<file path="src/rtl/update_y_pkg.sv">
// Shared definitions for the updateY datapath: FSM state encoding and default widths.
package update_y_pkg;

  localparam int DEFAULT_DATA_W = 16;
  localparam int DEFAULT_ADDR_W = 8;

  typedef enum logic [2:0] {
    ST_IDLE    = 3'd0,
    ST_BURST   = 3'd1,
    ST_DRAIN   = 3'd2,
    ST_DONE    = 3'd3,
    ST_WAITLOW = 3'd4
  } upd_y_state_e;

  // Index width that stays legal (>= 1 bit) even for single-word bursts.
  function automatic int idx_width(input int n);
    return (n > 1) ? $clog2(n) : 1;
  endfunction

endpackage

</file>
<file path="src/rtl/update_y_wr_pipe.sv">
// Two-stage strobe -> capture -> write pipeline feeding the Y SRAM write port.
module update_y_wr_pipe #(
  parameter int DATA_W    = 16,
  parameter int ADDR_W    = 8,
  parameter int IDX_W     = 4,
  parameter int NUM_Y     = 16,
  parameter int BASE_ADDR = 0
) (
  input  logic              clock,
  input  logic              reset,
  input  logic              rd_strobe_i,
  input  logic [IDX_W-1:0]  rd_idx_i,
  input  logic [DATA_W-1:0] rd_data_i,
  output logic              we_o,
  output logic [ADDR_W-1:0] addr_o,
  output logic [DATA_W-1:0] data_o,
  output logic              last_wr_o
);

  localparam logic [ADDR_W-1:0] BASE     = ADDR_W'(BASE_ADDR);
  localparam logic [IDX_W-1:0]  LAST_IDX = IDX_W'(NUM_Y - 1);

  logic              cap_vld_q;
  logic [IDX_W-1:0]  cap_idx_q;
  logic              we_q;
  logic [ADDR_W-1:0] addr_q;
  logic [DATA_W-1:0] data_q;
  logic [IDX_W-1:0]  wr_idx_q;

  // Stage 1 tags the cycle whose read data is valid; stage 2 registers the SRAM write.
  always_ff @(posedge clock) begin
    if (reset) begin
      cap_vld_q <= 1'b0;
      cap_idx_q <= '0;
      we_q      <= 1'b0;
      addr_q    <= '0;
      data_q    <= '0;
      wr_idx_q  <= '0;
    end else begin
      cap_vld_q <= rd_strobe_i;
      cap_idx_q <= rd_idx_i;
      we_q      <= cap_vld_q;
      if (cap_vld_q) begin
        // Address sum is ADDR_W wide, so it wraps naturally past the top of the SRAM.
        addr_q   <= BASE + ADDR_W'(cap_idx_q);
        data_q   <= rd_data_i;
        wr_idx_q <= cap_idx_q;
      end else begin
        addr_q   <= addr_q;
        data_q   <= data_q;
        wr_idx_q <= wr_idx_q;
      end
    end
  end

  assign we_o      = we_q;
  assign addr_o    = addr_q;
  assign data_o    = data_q;
  assign last_wr_o = we_q && (wr_idx_q == LAST_IDX);

endmodule

</file>
<file path="src/rtl/update_y_sram_writer.sv">
// Streams NUM_Y words from the updateY result buffer into the Y SRAM, then pulses done.
module update_y_sram_writer
  import update_y_pkg::*;
#(
  parameter int DATA_W    = DEFAULT_DATA_W,
  parameter int ADDR_W    = DEFAULT_ADDR_W,
  parameter int NUM_Y     = 16,
  parameter int BASE_ADDR = 0,
  localparam int IDX_W    = idx_width(NUM_Y),
  localparam int CNT_W    = $clog2(NUM_Y + 1)
) (
  input  logic              clock,
  input  logic              reset,
  input  logic              in_writeYvalEnable,
  output logic              op_resBufRe,
  output logic [IDX_W-1:0]  op_resBufAddr,
  input  logic [DATA_W-1:0] in_resBufData,
  output logic              op_ySramWe,
  output logic [ADDR_W-1:0] op_ySramAddr,
  output logic [DATA_W-1:0] op_ySramWrData,
  output logic              op_updateYwriteDoneFlag,
  output logic              op_busy
);

  upd_y_state_e     state_q, state_d;
  logic [CNT_W-1:0] cnt_q, cnt_d;
  logic             re_q, re_d;
  logic [IDX_W-1:0] rb_addr_q, rb_addr_d;
  logic             done_q, done_d;
  logic             busy_q, busy_d;
  logic             last_wr_s;

  // Next-state, read-issue and flag decisions; all results are registered below.
  always_comb begin
    state_d   = state_q;
    cnt_d     = cnt_q;
    re_d      = 1'b0;
    rb_addr_d = rb_addr_q;
    done_d    = 1'b0;
    case (state_q)
      ST_IDLE: begin
        if (in_writeYvalEnable) begin
          re_d      = 1'b1;
          rb_addr_d = IDX_W'(0);
          cnt_d     = CNT_W'(1);
          state_d   = ST_BURST;
        end else begin
          cnt_d     = CNT_W'(0);
        end
      end
      ST_BURST: begin
        // cnt_q counts words already issued; a low enable simply holds it.
        if (cnt_q == CNT_W'(NUM_Y)) begin
          state_d = ST_DRAIN;
        end else if (in_writeYvalEnable) begin
          re_d      = 1'b1;
          rb_addr_d = cnt_q[IDX_W-1:0];
          cnt_d     = cnt_q + CNT_W'(1);
        end else begin
          cnt_d     = cnt_q;
        end
      end
      ST_DRAIN: begin
        if (last_wr_s) begin
          state_d = ST_DONE;
          done_d  = 1'b1;
        end else begin
          state_d = ST_DRAIN;
        end
      end
      ST_DONE: begin
        state_d = ST_WAITLOW;
      end
      ST_WAITLOW: begin
        // The arbiter keeps enable high one cycle past done; wait it out.
        if (!in_writeYvalEnable) begin
          state_d = ST_IDLE;
        end else begin
          state_d = ST_WAITLOW;
        end
      end
      default: begin
        state_d = ST_IDLE;
      end
    endcase
    busy_d = (state_d == ST_BURST) || (state_d == ST_DRAIN) || (state_d == ST_DONE);
  end

  // State, counter and registered outputs.
  always_ff @(posedge clock) begin
    if (reset) begin
      state_q   <= ST_IDLE;
      cnt_q     <= '0;
      re_q      <= 1'b0;
      rb_addr_q <= '0;
      done_q    <= 1'b0;
      busy_q    <= 1'b0;
    end else begin
      state_q   <= state_d;
      cnt_q     <= cnt_d;
      re_q      <= re_d;
      rb_addr_q <= rb_addr_d;
      done_q    <= done_d;
      busy_q    <= busy_d;
    end
  end

  update_y_wr_pipe #(
    .DATA_W   (DATA_W),
    .ADDR_W   (ADDR_W),
    .IDX_W    (IDX_W),
    .NUM_Y    (NUM_Y),
    .BASE_ADDR(BASE_ADDR)
  ) u_wr_pipe (
    .clock      (clock),
    .reset      (reset),
    .rd_strobe_i(re_q),
    .rd_idx_i   (rb_addr_q),
    .rd_data_i  (in_resBufData),
    .we_o       (op_ySramWe),
    .addr_o     (op_ySramAddr),
    .data_o     (op_ySramWrData),
    .last_wr_o  (last_wr_s)
  );

  assign op_resBufRe             = re_q;
  assign op_resBufAddr           = rb_addr_q;
  assign op_updateYwriteDoneFlag = done_q;
  assign op_busy                 = busy_q;

endmodule

</file>
<file path="config.mk">
export PLATFORM = sky130hd
export DESIGN_NAME = update_y_sram_writer
export DESIGN_NICKNAME = d
export VERILOG_FILES = /design/src/rtl/update_y_pkg.sv /design/src/rtl/update_y_wr_pipe.sv /design/src/rtl/update_y_sram_writer.sv
export SDC_FILE = /design/constraint.sdc
export NUM_CORES = 1
export LEC_CHECK = 0
export CORE_ASPECT_RATIO = 0.6
export CORE_MARGIN = 1
export CORE_UTILIZATION = 49
export CTS_BUF_LIST = sky130_fd_sc_hd__clkbuf_16
export DETAILED_ROUTE_END_ITERATION = 10
export PLACE_DENSITY = 0.88
export SETUP_SLACK_MARGIN = 0.15
export SLEW_MARGIN = 10
export SYNTH_ARGS = -nofsm -noshare
export SYNTH_HDL_FRONTEND = slang
export SYNTH_SLANG_ARGS = --single-unit
</file>
<file path="constraint.sdc">
create_clock -name clock -period 4.5 [get_ports clock]
set_clock_uncertainty 0.2 [all_clocks]
set_input_delay 1.125 -clock clock [delete_from_list [all_inputs] [get_ports clock]]
set_output_delay 1.125 -clock clock [all_outputs]
set_load 0.01 [all_outputs]
</file>
Word level (Yosys, flattened, before mapping) --
Cells that the tools add are included.
Word-level totals: word-level logic and storage cells 50, bits of input ports 19, register bits 41, output and inout port bits 32
Operators by class: $add $sub $neg 1, mux-type cells 17, reductions and logical operators 8, eq/ne operators 12, bitwise gates (word level) 1
Operators with widths (number):
- case mux 3 bit (5 select lines) | 1
- == test 3 x 2 -> 1 bit (second input constant) | 4
- two-way mux 4 bit | 3
- two-way mux 5 bit | 2
- case mux 5 bit (2 select lines) | 1
- two-way mux 3 bit | 3
- case mux 4 bit (2 select lines) | 1
- == test 3 x 1 -> 1 bit (second input constant) | 2
- inequality test 2 bit (second input constant) | 3
- adder 5 x 1 -> 5 bit (second input constant) | 1
- == test 5 bit (second input constant) | 1
- two-way mux 1 bit | 5
- == test 4 bit (second input constant) | 1
- AND reduction 4 bit | 1
- == test 3 bit (second input constant) | 1
- logical NOT 3 bit | 1
- AND reduction 3 bit | 1
- logical OR 1 bit | 2
- case mux 1 bit (2 select lines) | 1
- nonzero test 2 bit | 1
- OR reduction 2 bit | 1
- logical AND 1 bit | 1
- inverter 1 bit | 1

Depth between registers and ports, before layout --
Gate-level depths: netlist of run 1.
word-level depth 7, depth in mapped cells 6, mapped depth without buffers 5

Hierarchy --
From an unflattened synthesis of run 1, not the netlist that was laid out.
Unflattened totals: cell total of the unflattened synthesis 163, area, all modules 1651.6 um^2
By module, submodules not included:
- update_y_wr_pipe | area each 940.9 um^2, times used 1, seq. area each 520.5 um^2, cells an instance 85
- update_y_sram_writer | area each 710.7 um^2, times used 1, seq. area each 300.3 um^2, cells an instance 78

Least setup slack after synthesis of run 1 --
Ideal clock, no wire load.
kind input port to flip-flop, start point in in_writeYvalEnable, end point reg cnt_q[2], cell stages on the path 4, setup time 86 ps, slack 2031 ps, buffers on the path 1, arrival 2183 ps, cells stage by stage or3b_1 -> buf_2 -> or4_1 -> a211oi_1
Between the ends: word-level cells in the longest chain between the ends 2
Ends and longest elaborated chain:
- from (decl) | line update_y_sram_writer.sv:14 | input logic in_writeYvalEnable,
- inequality test 2 bit (no line)
- AND reduction 3 bit (no line)
- to (signal assigned) | line update_y_sram_writer.sv:100 | cnt_q <= cnt_d;
- to (decl) | line update_y_sram_writer.sv:26 | logic [CNT_W-1:0] cnt_q, cnt_d;
No other way between the ends. A chain may end at the register's enable or synchronous reset.

Worst setup path after layout of run 1 --
Same ends and word-level chain as after synthesis.

==> results.sh, run 1 <==
export IMPL_report_final_hold_viol_count=0
export IMPL_die_y_um=47.0
export IMPL_dieWidth_um=77.0
export IMPL_cts_tree="done"
export IMPL_criticalPathCategory="in -> reg"
export IMPL_cellPowerDensity_mw_per_mm2=350
export IMPL_grt_pass1_vias=1206
export IMPL_dp_hpwl_um=2720
export IMPL_synth_area_leaders="dfxtp_1, mux2i_1, nor2_1"
export IMPL_syn_area_mm2=0.00165
export IMPL_final_antenna_net_count=0
export IMPL_synth_seq_area_share_pct=49.7
export IMPL_synth_cell_types=41
export IMPL_drt_initial_drc_count=54
export IMPL_multi_input_area_um2=711
export IMPL_std_cell_rows=15
export IMPL_cts_hold_buf=0
export IMPL_top_usage_layer="met2"
export IMPL_worstSetupEndpointType="register"
export IMPL_critPathArrivalTime_ns=2.88
export IMPL_postRouteWirelength_um=3810
export IMPL_status="complete, no violations"
export IMPL_setup_viol=0
export IMPL_slowest_stage="clkdlybuf4s50_1"
export IMPL_slew_headroom_pct=23.3
export IMPL_hold_start="u_wr_pipe.cap_idx_q[0]$_SDFF_PP0_"
export IMPL_diodes=0
export IMPL_seqPwrFrac_pct=49.0
export IMPL_finalPower_uw=781
export IMPL_use_met2_pct=37.5
export IMPL_irDropWorstVdd_mv=0.242
export IMPL_grt_max_degree=24
export IMPL_ys_warn_count=0
export IMPL_drv_slew=0
export IMPL_cts_reportedPaths_clkPinSlew_ns=0.06
export IMPL_timing_rr_start="cnt_q[0]$_SDFFE_PP0P_"
export IMPL_port_buffers=46
export IMPL_dieArea_mm2=0.00361
export IMPL_period_needed_ns=2.89
export IMPL_crit_required_ns=4.49
export IMPL_cts_root_buffer="clkbuf_16"
export IMPL_vias=1351
export IMPL_dp_cells=248
export IMPL_h_tree_depth=2
export IMPL_internal_power_uw=610
export IMPL_viasPerCell=5.28
export IMPL_clkPwrFrac_pct=42.9
export IMPL_core_area_mm2=0.00304
export IMPL_max_cap_viol_count=0
export IMPL_cts_buffers=5
export IMPL_cts_path_max_buffers=2
export IMPL_combPwrFrac_pct=8.1
export IMPL_async_reset_ff_share_pct=0
export IMPL_p_leak_nw=0.859
export IMPL_dr_pass1_iters=4
export IMPL_regArea_um2=821
export IMPL_ctsResizeCount=0
export IMPL_synth_edf_count=0
export IMPL_instances_no_fill=256
export IMPL_antenna_found_initial=0
export IMPL_route_detailed_drc=0
export IMPL_switching_share_pct=21.8
export IMPL_setup_tns_final_ns=0
export IMPL_clock_latency_ns=0.28
export IMPL_cts_sinks=41
export IMPL_fillers=227
export IMPL_gr_usage_all_layers_pct=22.4
export IMPL_drive_gt1_share_pct=6.54
export IMPL_gp_congestion=0.843
export IMPL_start_kind="input pin"
export IMPL_grt_met1_usage_pct=27.0
export IMPL_hp_class="reg -> reg"
export IMPL_slowest_delay_ns=0.57
export IMPL_ios=51
export IMPL_tightest_slew_ns=1.15
export IMPL_synth_seq_cells=41
export IMPL_path_cells="clkdlybuf4s50_1 -> or3b_1 -> or4_1 -> a211oi_1"
export IMPL_netlist_instances=171
export IMPL_gr_total_overflow=0
export IMPL_post_cts_buffers=0
export IMPL_avgRoutedWirePerCell_um=14.9
export IMPL_rsz0062_at_grt="false"
export IMPL_cp_startpoint="in_writeYvalEnable"
export IMPL_clock_fmax_mhz=346
export IMPL_synth_area_per_cell_um2=9.66
export IMPL_start_util_pct=54.3
export IMPL_yosys_area_top_type_share_pct=49.7
export IMPL_fin_nets=234
export IMPL_grt_pass1_wl_um=5890
export IMPL_p_sw_uw=171
export IMPL_ys_flop_type="dfxtp_1"
export IMPL_area_growth_pct=35.2
export IMPL_grt_use_met3_pct=5.63
export IMPL_cp_max_fo=8
export IMPL_yosysTopAreaCell="dfxtp_1"
export IMPL_period_share_pct=64.2
==> cell usage in the layout, fill, tap and decap left out, types with 2 or more instances in the layout <==
| cell type | instances |
|---|---|
| a21boi_0 | 2 |
| a21oi_1 | 5 |
| buf_4 | 2 |
| clkbuf_16 | 5 |
| clkdlybuf4s50_1 | 46 |
| clkinv_2 | 2 |
| conb_1 | 4 |
| dfxtp_1 | 41 |
| ha_1 | 2 |
| inv_1 | 10 |
| mux2_2 | 2 |
| mux2i_1 | 20 |
| nand2_1 | 9 |
| nand2b_1 | 5 |
| nor2_1 | 23 |
| nor2b_1 | 2 |
| nor3_1 | 4 |
| nor3b_1 | 2 |
| nor4_1 | 2 |
| o21ai_0 | 2 |
| o32ai_1 | 4 |
| or2_1 | 2 |
| or3_1 | 2 |
==> critical path: cells and delay by family <==
family | cells | cell delay, ns
and+or+nand+nor | 2 | 0.94
buffers and inverters | 1 | 0.57
AOI/OAI and AO/OA | 1 | 0.24
==> through the flow <==
stage | util (%) | instance area (µm²) | worst slack, ns | hold slack, ns
3_5_place_dp | 68.8 | 2090 | 1.35 | 0.260
6_report | 73.4 | 2230 | 1.61 | 0.273
3_3_place_gp | 68.8 | 2090 | 1.43 | 0.251
2_1_floorplan | - | 1660 | 2.03 | 0.241
5_1_grt | 73.4 | 2230 | 1.56 | 0.296
4_1_cts | 73.4 | 2230 | 1.62 | 0.279
==> power groups by stage <==
| stage | registers, mW | logic, mW | clock network (mW) |
|---|---|---|---|
| 3_3_place_gp | 0.389 | 0.0604 | 0 |
| 4_1_cts | 0.382 | 0.0634 | 0.340 |
| 2_1_floorplan | 0.387 | 0.0348 | 0 |
| 5_1_grt | 0.384 | 0.0681 | 0.356 |
| 6_report | 0.383 | 0.0633 | 0.335 |
| 3_5_place_dp | 0.390 | 0.0627 | 0 |
==> cell families after synthesis <==
kind of cell / share of synthesized area, %
multiplexers: 13.5
AND/OR/NAND/NOR: 19.0
AO/OA/AOI/OAI: 8.11
buffers and inverters: 7.95
other: 0.227
flip-flops: 49.7
adder cells (fa/ha/maj): 1.51
==> layout make-up <==
| class | count | area share [%] |
|---|---|---|
| sequential | 41 | 36.8 |
| multi-input combinational | 108 | 31.8 |
| timing repair buffer | 48 | 21.3 |
| clock buffer | 5 | 5.61 |
| tap | 42 | 2.35 |
| inverter | 9 | 1.51 |
| clock inverter | 3 | 0.617 |
==> worst paths after layout <==
| path | slack [ns] | cells past startpoint | end |
|---|---|---|---|
| worst max-delay path | 1.61 | 4 | cnt_q[2]$_SDFFE_PP0P_ |
| worst min register to register | 0.27 | 2 | u_wr_pipe.wr_idx_q[0]$_SDFFE_PP0P_ |
| worst max register to register | 2.48 | 6 | cnt_q[2]$_SDFFE_PP0P_ |
| worst min-delay path | 0.27 | 2 | u_wr_pipe.wr_idx_q[0]$_SDFFE_PP0P_ |
==> cells in the mapped netlist (4+ instances only) <==
library cell,count
mux2i_1,20
inv_1,9
nand2b_1,5
nor2_1,23
buf_4,5
o32ai_1,4
nor3_1,4
dfxtp_1,41
clkbuf_1,5
a21oi_1,5
nand2_1,9
==> registers in the layout, summed over array words and instances (netlist names) <==
name,cells
op_resBufAddr,4
state_q,3
cnt_q,5
u_wr_pipe.wr_idx_q,4
op_updateYwriteDoneFlag,1
u_wr_pipe.cap_idx_q,4
u_wr_pipe.we_o,1
op_resBufRe,1
op_busy,1
u_wr_pipe.cap_vld_q,1
u_wr_pipe.data_o,16
==> routing by layer <==
metal / vias up / part of all wire, %
met1: 624 / 45
li1: 658 / -
met3: 8 / 6.5
met5: - / 0
met2: 61 / 47
met4: 0 / 2.0
(Power assumes the default switching activity.)
==> inputs of run 2 (changes only) <==
CORE_UTILIZATION = 46   (was 49)
PLACE_DENSITY = 0.84   (was 0.88)
clock period = 2.7 ns   (was 4.5 ns; I/O delays follow)
==> results.sh, run 2 (synthesized netlist as in run 1, its figures left out) <==
export IMPL_status="complete, no violations"
export IMPL_critPathArrivalTime_ns=2.22
export IMPL_dieWidth_um=79.4
export IMPL_cts_tree="done"
export IMPL_start_util_pct=49.4
export IMPL_drt_initial_drc_count=68
export IMPL_area_growth_pct=38.9
export IMPL_final_util_pct=68.6
export IMPL_cp_max_fo=6
export IMPL_clock_latency_ns=0.28
export IMPL_cts_root_buffer="clkbuf_16"
export IMPL_avgRoutedWirePerCell_um=14.4
export IMPL_gr_total_overflow=0
export IMPL_period_share_pct=84.7
export IMPL_setup_tns_final_ns=0
export IMPL_dr_wl_met2_um=1650
export IMPL_irDropWorstVdd_mv=0.388
export IMPL_rsz0062_at_grt="false"
export IMPL_cellPowerDensity_mw_per_mm2=612
export IMPL_largest_reg_flops=16
export IMPL_gp_congestion=0.766
export IMPL_max_cap_viol_count=0
export IMPL_period_needed_ns=2.29
export IMPL_viasPerCell=5.14
export IMPL_drv_slew=0
export IMPL_met3_length_um=207
export IMPL_die_y_um=48.4
export IMPL_diodes=0
export IMPL_cts_sinks=41
export IMPL_layout_commonest_cell="clkdlybuf4s50_1"
export IMPL_hp_class="reg -> reg"
export IMPL_core_area_mm2=0.00334
export IMPL_worstSetupEndpointType="register"
export IMPL_dr_pass1_iters=4
export IMPL_grt_pass1_wl_um=6350
export IMPL_p_leak_nw=0.882
export IMPL_fillers=260
export IMPL_finalPower_mw=1.40
export IMPL_h_tree_depth=2
export IMPL_gr_usage_all_layers_pct=22.2
export IMPL_reg2reg_depth=6
export IMPL_final_antenna_net_count=0
export IMPL_antenna_found_initial=0
export IMPL_post_cts_buffers=0
export IMPL_setup_viol=0
export IMPL_crit_required_ns=2.63
export IMPL_cts_hold_buf=0
export IMPL_criticalPathCategory="in -> reg"
export IMPL_postRouteWirelength_um=3780
export IMPL_grt_max_degree=22
export IMPL_start_kind="input pin"
export IMPL_drive_gt1_share_pct=8.26
export IMPL_ctsResizeCount=0
export IMPL_report_final_hold_viol_count=0
export IMPL_grt_pass1_vias=1276
export IMPL_port_buffers=46
export IMPL_cts_buffers=5
export IMPL_dp_hpwl_um=2550
export IMPL_cts_path_max_buffers=2
export IMPL_vias=1352
export IMPL_tightest_slew_ns=0.626
export IMPL_cts_reportedPaths_clkPinSlew_ns=0.06
export IMPL_std_cell_rows=16
export IMPL_whs_ns=0.272
export IMPL_route_detailed_drc=0
export IMPL_slew_headroom_pct=58.2
export IMPL_hold_depth=1
export IMPL_ios=51
export IMPL_wl_met1_um=1910
export IMPL_dieArea_mm2=0.00384
export IMPL_top_layer_used="met4"
export IMPL_fin_nets=238
export IMPL_layout_common_cells="clkdlybuf4s50_1, dfxtp_1, nor2_1"
export IMPL_clock_fmax_mhz=437
==> run 2: cell types whose count changed in the layout (fill, tap and decap cells not counted), sizes merged <==
cell,previous run,this run
buf,2,6
inv,10,9
bufinv,0,1
clkinvlp,0,1
clkinv,2,1
==> run 2: critical path, cell delays in order <==
cell             delay, ns
clkdlybuf4s50_1       0.48
or3b_1                0.41
buf_4                 0.18
a21oi_1               0.30
o32ai_1               0.16
==> run 2: final cells by class <==
type | count | area (µm²) | share of cell area [%]
Sequential cell | 41 | 821 | 35.8
Clock buffer | 5 | 125 | 5.46
Multi-Input combinational cell | 108 | 711 | 31.0
Timing Repair Buffer | 52 | 505 | 22.0
Inverter | 9 | 33.8 | 1.47
Tap cell | 45 | 56.3 | 2.45
Clock inverter | 3 | 41.3 | 1.80
==> run 2: final timing paths <==
check | startpoint | to | slack (ns)
hold / removal | op_resBufRe$_SDFF_PP0_ | u_wr_pipe.cap_vld_q$_SDFF_PP0_ | 0.27
setup reg to reg | cnt_q[0]$_SDFFE_PP0P_ | cnt_q[2]$_SDFFE_PP0P_ | 0.61
hold reg to reg | op_resBufRe$_SDFF_PP0_ | u_wr_pipe.cap_vld_q$_SDFF_PP0_ | 0.27
setup / recovery | in_writeYvalEnable | op_resBufAddr[3]$_SDFFE_PP0P_ | 0.41
==> run 2: through the flow <==
step                      setup slack [ns]  cells  instance area (µm²)
after floorplan                      0.682    174                 1660
after global placement               0.204    255                 2130
after detailed placement             0.178    255                 2130
after CTS                            0.432    263                 2290
after global routing                 0.356    263                 2290
final                                0.412    263                 2290
==> run 2: per-layer routing <==
layer	GRT usage, %	vias up
met1	31.9	633
met2	33.2	46
met5	0	-
met3	5.28	4
li1	-	669
met4	6.36	0
==> run 2: power by group <==
part           internal, mW  switching [mW]  total [mW]
logic                0.0657          0.0504       0.116
clock network         0.432           0.224       0.656
registers             0.619          0.0124       0.632
total                  1.12           0.287        1.40
==> RTL change 1: new RTL, settings of run 2 <==
The 5 states of `upd_y_state_e` get a one-hot encoding in 5 bits.
--- a/src/rtl/update_y_pkg.sv
+++ b/src/rtl/update_y_pkg.sv
@@ -6,8 +6,8 @@
 
-  typedef enum logic [2:0] {
-    ST_IDLE    = 3'd0,
-    ST_BURST   = 3'd1,
-    ST_DRAIN   = 3'd2,
-    ST_DONE    = 3'd3,
-    ST_WAITLOW = 3'd4
+  typedef enum logic [4:0] {
+    ST_IDLE    = 5'b00001,
+    ST_BURST   = 5'b00010,
+    ST_DRAIN   = 5'b00100,
+    ST_DONE    = 5'b01000,
+    ST_WAITLOW = 5'b10000
   } upd_y_state_e;
Formal check against the unedited RTL: same outputs for any inputs over 10 cycles, from zero or initial values and one cycle with reset high; not proved beyond that.
==> RTL change 1 against run 2 <==
Combinational power increased by 29%; sequential cell count increased by 2; first-iteration DRC count increased by 72%; cell count increased by 2.3%; routed wire length decreased by 4.3%; design area increased by 3.3%; sequential share of layout area increased by 0.56 points; power increased by 4.9%; synthesized area increased by 4.5%; non-clock buffer count decreased by 1; synthesized cell count increased by 3.5%; worst setup slack got worse by 0.013 ns; utilization increased by 0.59 points.
==> RTL change 1: results (changes against run 2) <==
* Bufs w/o clock at 51 (-1.9%)
* Non-Clock Inverter Count at 3 (-6)
* Final HPWL DP at 2660 µm (+4.2%)
* Reg area at 861 µm² (+4.9%)
* Setup slack at placement at 0.107 ns (-0.0712 ns)
* Total Routing Usage GR at 0.207 (-0.0152)
* NonClk Buf Share at 0.210 (-0.0102)
* Multi-input gate area at 783 µm² (+10%)
* Final cell count without fillers at 269 (+2.3%)
* Peak VDD IR at 554 µV (+43%)
* Status: finished clean
* Global-route wire length before repair at 5990 µm (-5.7%)
* Syn Inst Count at 177 (+3.5%)
* Placed cells at 262 (+2.7%)
* Vias per std cell at 5.08 (-1.2%)
* Clock buffer count at 5 (unchanged)
* Sequential Power Share at 0.458 (+0.008)
* Final nets at 245 (+2.9%)
* Post-DP Area at 2210 µm² (+3.9%)
* Multi-input logic cell count at 120 (+11%)
* Hold slack at 0.276 ns (+0.00395 ns)
* Synth cell types at 37 (-9.8%)
* FF-to-FF setup slack at 0.73 ns (+0.12 ns)
* Maximum clock insertion buffer count at 2 (unchanged)
* # fillers at 265 (+1.9%)
* CP top delay family: simple AND/OR/NAND/NOR gates
* Vias in the first global route at 1281 (+0.39%)
* Largest net degree at the start of global routing at 14 (-36%)
* P_comb at 150 µW (+29%)
* Crit Path Max Fanout at 9 (+3)
* Int Power at 1160 µW (+4.1%)
* PwrDens at 622 nW/µm² (+1.6%)
* Slowest stage delay, CP at 0.63 ns (+0.15 ns)
* Seq/Total Area, Yosys at 0.499 (+0.00194)
* Die X at 81.1 µm (+2.2%)
* Wire per inst at 13.5 µm (-6.4%)
* Leakage power at 0.000886 µW (+0.49%)
* Synth cell count leaders: dfxtp_1, nor2_1, mux2i_1
* CP Data Arrival Time at 2.27 ns (+0.05 ns)
* Worst setup margin at 0.400 ns (-0.0127 ns)
* # diodes at 0 (unchanged)
* Top post-synthesis cells by area: dfxtp_1, mux2i_1, nor2_1
* Slowest CP cell: or4b_1
* Sequential cell area share at 0.363 (+0.00556)
* Relative slew margins at 0.659 (+0.0775)
RTL change 1: changes by cell type after synthesis, sizes merged, moves of 4 or more:
| cell | run 2 | this run |
|---|---|---|
| inv | 9 | 3 |
| o21ai | 2 | 7 |
| nand2b | 5 | 0 |
| o32ai | 4 | 0 |
| nor2 | 23 | 30 |
| nor2b | 2 | 8 |
RTL change 1: worst paths after layout:
kind	from	to	cells past startpoint
worst min register to register	u_wr_pipe.cap_idx_q[3]	u_wr_pipe.wr_idx_q[3]	2
worst max register to register	cnt_q[1]	cnt_q[0]	6
worst max-delay path	in_writeYvalEnable	cnt_q[3]	5
worst min-delay path	u_wr_pipe.cap_idx_q[3]	u_wr_pipe.wr_idx_q[3]	2
RTL change 1: worst register-to-register path: cells and delay by family (launching register included):
family / cells / cell delay, ns
flip-flops: 1 / 0.34
adder cells (fa/ha/maj): 1 / 0.17
AO/OA/AOI/OAI: 3 / 0.80
buffers and inverters: 1 / 0.13
AND/OR/NAND/NOR: 1 / 0.21
RTL change 1: cell families (layout without fill, tap and decap cells):
| kind of cell | after synthesis | after routing | share of synthesized area |
|---|---|---|---|
| multiplexers | 21 | 21 | 0.123 |
| flip-flops | 43 | 43 | 0.499 |
| AND/OR/NAND/NOR | 69 | 69 | 0.214 |
| XOR/XNOR | 6 | 6 | 0.0305 |
| buffers and inverters | 17 | 61 | 0.0537 |
| AO/OA/AOI/OAI | 18 | 18 | 0.0638 |
| adder cells (fa/ha/maj) | 2 | 2 | 0.0145 |
| other | 1 | 4 | 0.00217 |
RTL change 1: per-layer routing:
layer  vias to the layer above  track usage  wire length, µm
li1                        686            -                -
met2                        46        0.297             1520
met4                         0       0.0893               63
met5                         -            0                0
met3                         7       0.0692              300
met1                       627        0.282             1730
==> RTL change 2: new RTL, settings of run 2 <==
Made on the original files. Change the package constant `DEFAULT_DATA_W` from 16 to 18.
--- a/src/rtl/update_y_pkg.sv
+++ b/src/rtl/update_y_pkg.sv
@@ -3,3 +3,3 @@
 
-  localparam int DEFAULT_DATA_W = 16;
+  localparam int DEFAULT_DATA_W = 18;
   localparam int DEFAULT_ADDR_W = 8;
Ports: changed (resized in_resBufData and op_ySramWrData); port bits go from 51 to 55. The function was not compared with the original's and may differ.
==> RTL change 2 against run 2 <==
Clock power is 2% lower; worst setup slack better by 0.21 ns; power is 2.4% higher; design area is 5.8% higher; utilization is 1.9 points higher; routed wire length is 0.29% lower; sequential cell count is 2 higher; synthesized area is 6.6% higher; sequential power is 5.2% higher; fmax is 10% higher; critical path type is now reg2out; highest routed layer unchanged.
==> RTL change 2: results (changes against run 2) <==
* Top post-synthesis cells by area: dfxtp_1, mux2i_1, nor2_1
* Post-synthesis compound-gate area fraction at 0.0618 (-0.0192)
* Wire per inst at 13.9 µm (-3.2%)
* #FFs+latches synth at 43 (+4.9%)
* Area growth syn-to-layout at 37.8%
* Syn Inst Count at 177 (+3.5%)
* Final HPWL DP at 2630 µm (+3.2%)
* Seq/Total Area, Yosys at 0.489 (-0.00799)
* Post-DP Area at 2270 µm² (+6.6%)
* Largest net degree at the start of global routing at 24 (+9.1%)
* Clock power frac at 0.448 (-0.020)
* Layout cells sized above 1 at 0.0708 (-0.0118)
* Leakage power at 0.000918 µW (+4.1%)
* Synth cell count leaders: dfxtp_1, mux2i_1, nor2_1
* Clock buffer count at 5 (unchanged)
* CP Data Arrival Time at 1.20 ns (-1.02 ns)
* Placed cells at 264 (+3.5%)
* Peak VDD IR at 318 µV (-18%)
* I/O Buffers at 50 (+8.7%)
* Post-synthesis adder-cell area fraction at 0.0142 (-0.000937)
* Multi-input logic cell count at 114 (+5.6%)
* Vias per std cell at 5.15 (+0.21%)
* Status: finished clean
* Final nets at 249 (+4.6%)
* P_comb at 128 µW (+10%)
* Global-route wire length before repair at 5970 µm (-6.1%)
* Routed Wire Length at 3770 µm (-0.29%)
* Final Wtd Congestion at 0.797 (+4.0%)
* Vias in the first global route at 1264 (-0.94%)
* Clock buf/inv share at 0.0655 (-0.00706)
* Int Power at 1150 µW (+3.1%)
* Total Routing Usage GR at 0.199 (-0.0236)
* Fraction of area in multi-input gates at 0.325 (+0.0156)
* Largest register FFs at 18 (+2)
* Crit Path Max Fanout at 3 (-3)
* NonClk Buf Share at 0.219 (-0.00173)
* Synth Warn # at 0 (unchanged)
* Synth cell types at 40 (-2.4%)
* Bufs w/o clock at 54 (+3.8%)
[RTL change 2: cell types whose count changed after synthesis, sizes merged, moves of 2 or more]
cell,delta
or2,-2
nand2b,-4
clkbuf,-2
a21boi,-2
nand3,+4
dfxtp,+2
nor2,+2
nor3,-2
mux2i,+6
nor2b,+2
mux2,-2
o32ai,-4
[RTL change 2: path summary, 6_finish.rpt]
check	endpoint	from	cells past startpoint	slack [ns]
setup / recovery	op_ySramAddr[0]	u_wr_pipe.wr_idx_q[0]	1	0.62
hold / removal	u_wr_pipe.cap_idx_q[2]	op_resBufAddr[2]	2	0.26
setup reg to reg	op_resBufAddr[0]	cnt_q[0]	5	1.02
hold reg to reg	u_wr_pipe.cap_idx_q[2]	op_resBufAddr[2]	2	0.26
[RTL change 2: metal layers]
metal  vias to the layer above  GRT usage  part of all wire
met5                         -          0                 0
met4                         0     0.0351            0.0050
met3                         4     0.0981             0.094
met2                        54      0.282              0.43
met1                       648      0.271              0.47
li1                        690          -                 -
